<file path="src/rtl/fetch_pkg.sv">
// Shared types and constants for the instruction fetch unit.
package fetch_pkg;

    localparam logic [31:0] DEFAULT_RESET_PC = 32'h0000_0000;
    localparam logic [31:0] PC_STEP          = 32'd4;

    typedef enum logic {
        RUN  = 1'b0,
        HALT = 1'b1
    } fetch_state_t;

    typedef struct packed {
        logic [31:0] pc;
        logic [31:0] insn;
    } inst_entry_t;

endpackage

</file>
<file path="src/rtl/fetch_fifo.sv">
// Synchronous circular queue of inst_entry_t with flush; head is a registered
// storage read, so a push becomes visible the cycle after it is written.
module fetch_fifo
    import fetch_pkg::*;
#(
    parameter  int DEPTH = 2,
    localparam int CW    = $clog2(DEPTH + 1),
    localparam int PW    = (DEPTH > 1) ? $clog2(DEPTH) : 1
) (
    input  logic          clk,
    input  logic          rst,
    input  logic          push,
    input  inst_entry_t   din,
    input  logic          pop,
    input  logic          flush,
    output inst_entry_t   head,
    output logic [CW-1:0] count,
    output logic          full,
    output logic          empty
);

    inst_entry_t   mem_q [DEPTH];
    logic [PW-1:0] rd_ptr;
    logic [PW-1:0] wr_ptr;
    logic          do_push;
    logic          do_pop;

    function automatic logic [PW-1:0] ptr_inc(input logic [PW-1:0] p);
        return (p == PW'(DEPTH - 1)) ? '0 : p + 1'b1;
    endfunction

    assign full    = (count == CW'(DEPTH));
    assign empty   = (count == '0);
    assign do_pop  = pop & ~empty;
    assign do_push = push & (~full | do_pop);
    assign head    = mem_q[rd_ptr];

    always_ff @(posedge clk or posedge rst) begin
        if (rst) begin
            for (int i = 0; i < DEPTH; i++) mem_q[i] <= '0;
            rd_ptr <= '0;
            wr_ptr <= '0;
            count  <= '0;
        end else if (flush) begin
            rd_ptr <= '0;
            wr_ptr <= '0;
            count  <= '0;
        end else begin
            if (do_push) begin
                mem_q[wr_ptr] <= din;
                wr_ptr        <= ptr_inc(wr_ptr);
            end
            if (do_pop) rd_ptr <= ptr_inc(rd_ptr);
            count <= count + CW'(do_push) - CW'(do_pop);
        end
    end

endmodule

</file>
<file path="src/rtl/instr_fetch.sv">
// Sequential instruction fetch with credit-limited requests, a PC tag queue,
// an instruction buffer and redirect flush. Optional FETCH_MISALIGN_CHECK_EN.
module instr_fetch
    import fetch_pkg::*;
#(
    parameter logic [31:0] RESET_PC   = DEFAULT_RESET_PC,
    parameter int          FIFO_DEPTH = 2
) (
    input  logic        clk,
    input  logic        rst,
    output logic        imem_req_valid,
    input  logic        imem_req_ready,
    output logic [31:0] imem_req_addr,
    input  logic        imem_rsp_valid,
    input  logic [31:0] imem_rsp_data,
    output logic [31:0] in_bits,
    output logic [31:0] inst_pc,
    output logic        inst_valid,
    input  logic        inst_ready,
    input  logic        redirect_valid,
    input  logic [31:0] redirect_pc,
    output logic        fetch_misalign
);

    localparam int CW = $clog2(FIFO_DEPTH + 1);
    localparam int DW = 16;

    logic [31:0]   fetch_pc;
    logic [DW-1:0] drop_cnt;
    logic [31:0]   target_pc;
    logic          running;
    logic          pop;
    logic          req_fire;
    logic          rsp_live;
    logic [CW:0]   in_use;

    inst_entry_t   ibuf_head, tag_head;
    logic [CW-1:0] ibuf_count, tag_count;
    logic          ibuf_full, ibuf_empty, tag_full, tag_empty;
    logic          unused_ok;

`ifdef FETCH_MISALIGN_CHECK_EN
    fetch_state_t state;
    logic         misalign_q;

    assign running        = (state == RUN);
    assign target_pc      = redirect_pc;
    assign fetch_misalign = misalign_q;
    assign unused_ok      = ^{tag_head.insn, tag_full, tag_empty, ibuf_full};

    always_ff @(posedge clk or posedge rst) begin
        if (rst) begin
            state      <= RUN;
            misalign_q <= 1'b0;
        end else if (redirect_valid && redirect_pc[1:0] != 2'b00) begin
            state      <= HALT;
            misalign_q <= 1'b1;
        end
    end
`else
    assign running        = 1'b1;
    assign target_pc      = {redirect_pc[31:2], 2'b00};
    assign fetch_misalign = 1'b0;
    assign unused_ok      = ^{tag_head.insn, tag_full, tag_empty, ibuf_full, redirect_pc[1:0]};
`endif

    assign inst_valid = running & ~ibuf_empty;
    assign in_bits    = ibuf_head.insn;
    assign inst_pc    = ibuf_head.pc;
    assign pop        = inst_valid & inst_ready;

    // Buffered plus in-flight live fetches; stale ones awaiting drop do not consume credit.
    assign in_use         = {1'b0, ibuf_count} + {1'b0, tag_count} - (CW+1)'(pop);
    assign imem_req_valid = ~rst & running & ~redirect_valid & (in_use < (CW+1)'(FIFO_DEPTH));
    assign imem_req_addr  = fetch_pc;
    assign req_fire       = imem_req_valid & imem_req_ready;
    assign rsp_live       = imem_rsp_valid & ~redirect_valid & running & (drop_cnt == '0);

    fetch_fifo #(.DEPTH(FIFO_DEPTH)) u_ibuf (
        .clk   (clk),
        .rst   (rst),
        .push  (rsp_live),
        .din   ('{pc: tag_head.pc, insn: imem_rsp_data}),
        .pop   (pop),
        .flush (redirect_valid),
        .head  (ibuf_head),
        .count (ibuf_count),
        .full  (ibuf_full),
        .empty (ibuf_empty)
    );

    fetch_fifo #(.DEPTH(FIFO_DEPTH)) u_tags (
        .clk   (clk),
        .rst   (rst),
        .push  (req_fire),
        .din   ('{pc: fetch_pc, insn: 32'h0}),
        .pop   (rsp_live),
        .flush (redirect_valid),
        .head  (tag_head),
        .count (tag_count),
        .full  (tag_full),
        .empty (tag_empty)
    );

    always_ff @(posedge clk or posedge rst) begin
        if (rst) begin
            fetch_pc <= RESET_PC;
            drop_cnt <= '0;
        end else if (redirect_valid) begin
            fetch_pc <= target_pc;
            // Every fetch still in flight becomes stale; a response landing now is already gone.
            drop_cnt <= drop_cnt + DW'(tag_count) - DW'(imem_rsp_valid);
        end else begin
            if (req_fire) fetch_pc <= fetch_pc + PC_STEP;
            if (imem_rsp_valid && drop_cnt != '0) drop_cnt <= drop_cnt - 1'b1;
        end
    end

endmodule

</file>
<file path="config.mk">
export PLATFORM = sky130hd
export DESIGN_NAME = instr_fetch
export DESIGN_NICKNAME = d
export VERILOG_FILES = /design/src/rtl/fetch_pkg.sv /design/src/rtl/fetch_fifo.sv /design/src/rtl/instr_fetch.sv
export SDC_FILE = /design/constraint.sdc
export NUM_CORES = 1
export LEC_CHECK = 0
export BUFFER_PORTS_ARGS = -buffer_cell sky130_fd_sc_hd__buf_2
export CORE_MARGIN = 2
export CORE_UTILIZATION = 40
export DETAILED_ROUTE_END_ITERATION = 10
export SYNTH_ARGS = -nofsm -noshare
export SYNTH_HDL_FRONTEND = slang
export SYNTH_SLANG_ARGS = --single-unit
</file>
<file path="constraint.sdc">
create_clock -name clk -period 19 [get_ports clk]
set_input_delay 1.9 -clock clk [delete_from_list [all_inputs] [get_ports clk]]
set_output_delay 1.9 -clock clk [all_outputs]
set_load 0.005 [all_outputs]
</file>
==> impl_metrics.toml <==
[logic_synthesis]
synth_fa_ha_area_share_pct = 4.901
synth.avg_cell_area_um2 = 12.22
synthMuxAreaShare_pct = 25.91
async_flop_share_pct = 100.0
synth_area_um2 = 12300
ys_warn_count = 0
synth_top_family_by_area = "multiplexers"
ys_ff_latch = 238
syn_inst = 1007
synth_flop_cell = "dfrtp_1"
synth_compound_area_share_pct = 6.050
synth_xor_area_share_pct = 2.420
synth_edf_count = 0
yosysSeqAreaShare_pct = 48.40
ys_types = 66
synthSimpleGateAreaFrac_pct = 8.918

[power]
power.density_nw_per_um2 = 124.8
leakagePower_nw = 7.326
switching_share_pct = 32.85
pwr-share-seq_pct = 37.1
pwr-share-comb_pct = 32.4
internal_power_w = 0.001206
p_clk_share_pct = 30.5
peakVddDrop_uv = 73.21
p_switching_w = 0.0005898

[placed_design]
detailed_place_hpwl_um = 19190
io_buffers = 161
placedCellCount = 1523
routabilityCongestion = 0.8652

[sta]
fin_tns_setup_ps = 0
drv_slew = 0
hold_violations = 0
finalCritPeriodShare_pct = 28.24
worst_slew_pin_slew_ps = 1057
hold_slack_ps = 478.5
slew_headroom_pct = 29.40
rsz0062_at_grt = "no"
setup_viol = 0
max_clock_freq_ghz = 0.1864
period_minus_slack_ps = 5365
fin_skew_ps = 5.442

[cells_and_area]
final_common_cell = "dfrtp_1"
final_cell_mix = "dfrtp_1 (237), mux2_1 (184), buf_2 (161), mux2_2 (92), nand2_1 (56)"
post-route-util_pct = 47.27
layout.nets = 1273
final_cells = 1574
area_growth_syn_to_layout_pct = 16.89
fillCellCount = 2858
drive_above_1_share_pct = 27.36

[cts]
clock-sinks = 238
post_cts_buffers = 0
cts_resized = 0
cts.clk_slew.worst_paths_ps = 60
clkLatencyLatePin_ps = 540
htree_levels = 1
cts.root.buffer_cell = "clkbuf_16"
cts_tree = "yes"
cts_made_buffers = 27
hold_buffers = 0
cts_buffer_depth = 3

[route]
remaining_drc_errors = 0
drtAntennaViolNets = 0
vias = 8312
drt_first_pass_iters = 5
wl_um = 28460
wl_per_cell_um = 18.08
drt_iter0_drc = 469
drt-vias-per-instance = 5.281

[critical_path]
arrival_ps = 3470
cp-end-kind = "output port"
criticalPathCategory = "in2out"
cp_max_fo = 3
cp-start-kind = "primary input"
required_ps = 17100

[die]
die_width_um = 179.4
core_um2 = 30430
dieArea_um2 = 32180
die_h_um = 179.4
rows = 64
initial_core_util_pct = 40.44
io_pins = 169

[global_route]
grt_pass1_wl_um = 45330
grt_max_degree = 87
antenna_found_initial = 1
grt_overflow = 0
grtUsageTotal_pct = 17.79
grt_pass1_vias = 8341

[status]
status = "finished, final reports clean"

[run]
maxCapViolCount = 0

[min_path]
hp-class = "reg2reg"
## power groups by stage
stage / registers (W) / clock network, W / logic [W]
global route: 0.000680 / 0.000582 / 0.000657
detailed placement: 0.000676 / 0 / 0.000580
CTS: 0.000667 / 0.000563 / 0.000583
finish: 0.000667 / 0.000547 / 0.000581
global placement: 0.000673 / 0 / 0.000576
floorplan: 0.000649 / 0 / 0.000463
## area by class of cell
cell class,instances,area [um^2],share of cell area [%]
Multi-Input combinational cell,681,5972,41.52
Sequential cell,238,5957,41.42
Timing Repair Buffer,168,858.3,5.968
Clock buffer,37,753.2,5.237
Tap cell,396,495.5,3.445
Clock inverter,13,186.4,1.296
Inverter,40,157.7,1.096
Antenna cell,1,2.502,0.01740
## sequential cells by signal (all words and copies together) (netlist names), 2 cells and up
| signal | flops |
|---|---|
| u_ibuf.mem_q | 124 |
| imem_req_addr | 30 |
| drop_cnt | 16 |
| u_ibuf.count | 2 |
| u_tags.mem_q | 60 |
| u_tags.count | 2 |
## Yosys cell counts (3+ instances only)
| library cell | n | area (um^2) |
|---|---|---|
| o21bai_1 | 3 | 22.52 |
| or3_1 | 6 | 37.54 |
| o211a_1 | 3 | 30.03 |
| nor4_1 | 6 | 37.54 |
| a221o_1 | 11 | 110.1 |
| and2_1 | 5 | 31.28 |
| inv_1 | 36 | 135.1 |
| o21ai_1 | 18 | 90.09 |
| o311ai_1 | 8 | 70.07 |
| and4_1 | 4 | 35.03 |
| dfrtp_1 | 238 | 5956 |
| nand2_1 | 57 | 214.0 |
| o211ai_1 | 8 | 60.06 |
| mux2_2 | 92 | 1036 |
| ha_1 | 45 | 563.0 |
| a21oi_1 | 17 | 85.08 |
| inv_2 | 4 | 15.01 |
| nand2b_1 | 9 | 56.30 |
| nor3_1 | 10 | 50.05 |
| nand3_1 | 23 | 115.1 |
| mux2_1 | 184 | 2072 |
| xnor2_1 | 32 | 280.3 |
| a21o_1 | 4 | 30.03 |
| a211o_1 | 3 | 26.28 |
| buf_2 | 13 | 65.06 |
| clkbuf_1 | 24 | 90.09 |
| nor3b_1 | 4 | 30.03 |
| and3_1 | 9 | 56.30 |
| a31oi_1 | 6 | 37.54 |
| nor2b_1 | 15 | 93.84 |
| buf_4 | 14 | 105.1 |
| nor2_1 | 30 | 112.6 |
| nand4_1 | 11 | 68.82 |
| mux2i_1 | 8 | 80.08 |
| o21ai_0 | 5 | 25.02 |
| nand4b_1 | 3 | 26.28 |
## cells by family (layout without fill, tap and decap cells)
logic type / after synthesis / after routing
buffers and inverters: 92 / 258
other: 1 / 6
xor gates and xnor gates: 34 / 34
muxes: 284 / 284
adders and majority gates: 47 / 47
AOI/OAI and AO/OA: 104 / 104
and+or+nand+nor: 207 / 207
DFF: 238 / 238
## layer usage
metal	share of wire [%]	vias to the layer above	GRT usage [%]
met5	0	-	0
met4	2.9	0	6.149
met3	4.5	54	2.700
met2	46	174	27.92
met1	47	4167	25.14
li1	-	3917	-
## critical path: stages
cell	delay (ps)
buf_2	110
and2_1	170
ha_1	280
nand2b_1	150
fa_1	380
xnor2_1	160
and3b_1	200
buf_2	120
## through the flow
stage | power [W] | area (um^2) | worst slack, ps
floorplan | 0.001112 | 12320 | 10570
detailed placement | 0.001255 | 13440 | 13130
finish | 0.001796 | 14380 | 13630
CTS | 0.001813 | 14380 | 13630
global placement | 0.001248 | 13440 | 13190
global route | 0.001920 | 14380 | 13460
## path summary, 6_finish.rpt
check	from	cells past startpoint	slack, ps	end
setup / recovery	inst_ready	8	13630	imem_req_valid
hold / removal	u_tags.mem_q[126]	1	480	u_tags.mem_q[126]
setup reg to reg	u_ibuf.count[1]	12	14560	u_tags.mem_q[121]
hold reg to reg	u_tags.mem_q[126]	1	480	u_tags.mem_q[126]
max in group asynchronous	rst	3	16000	imem_req_addr[17]
min in group asynchronous	rst	2	1450	drop_cnt[0]
Note: power is estimated with default switching activity, not from simulation.
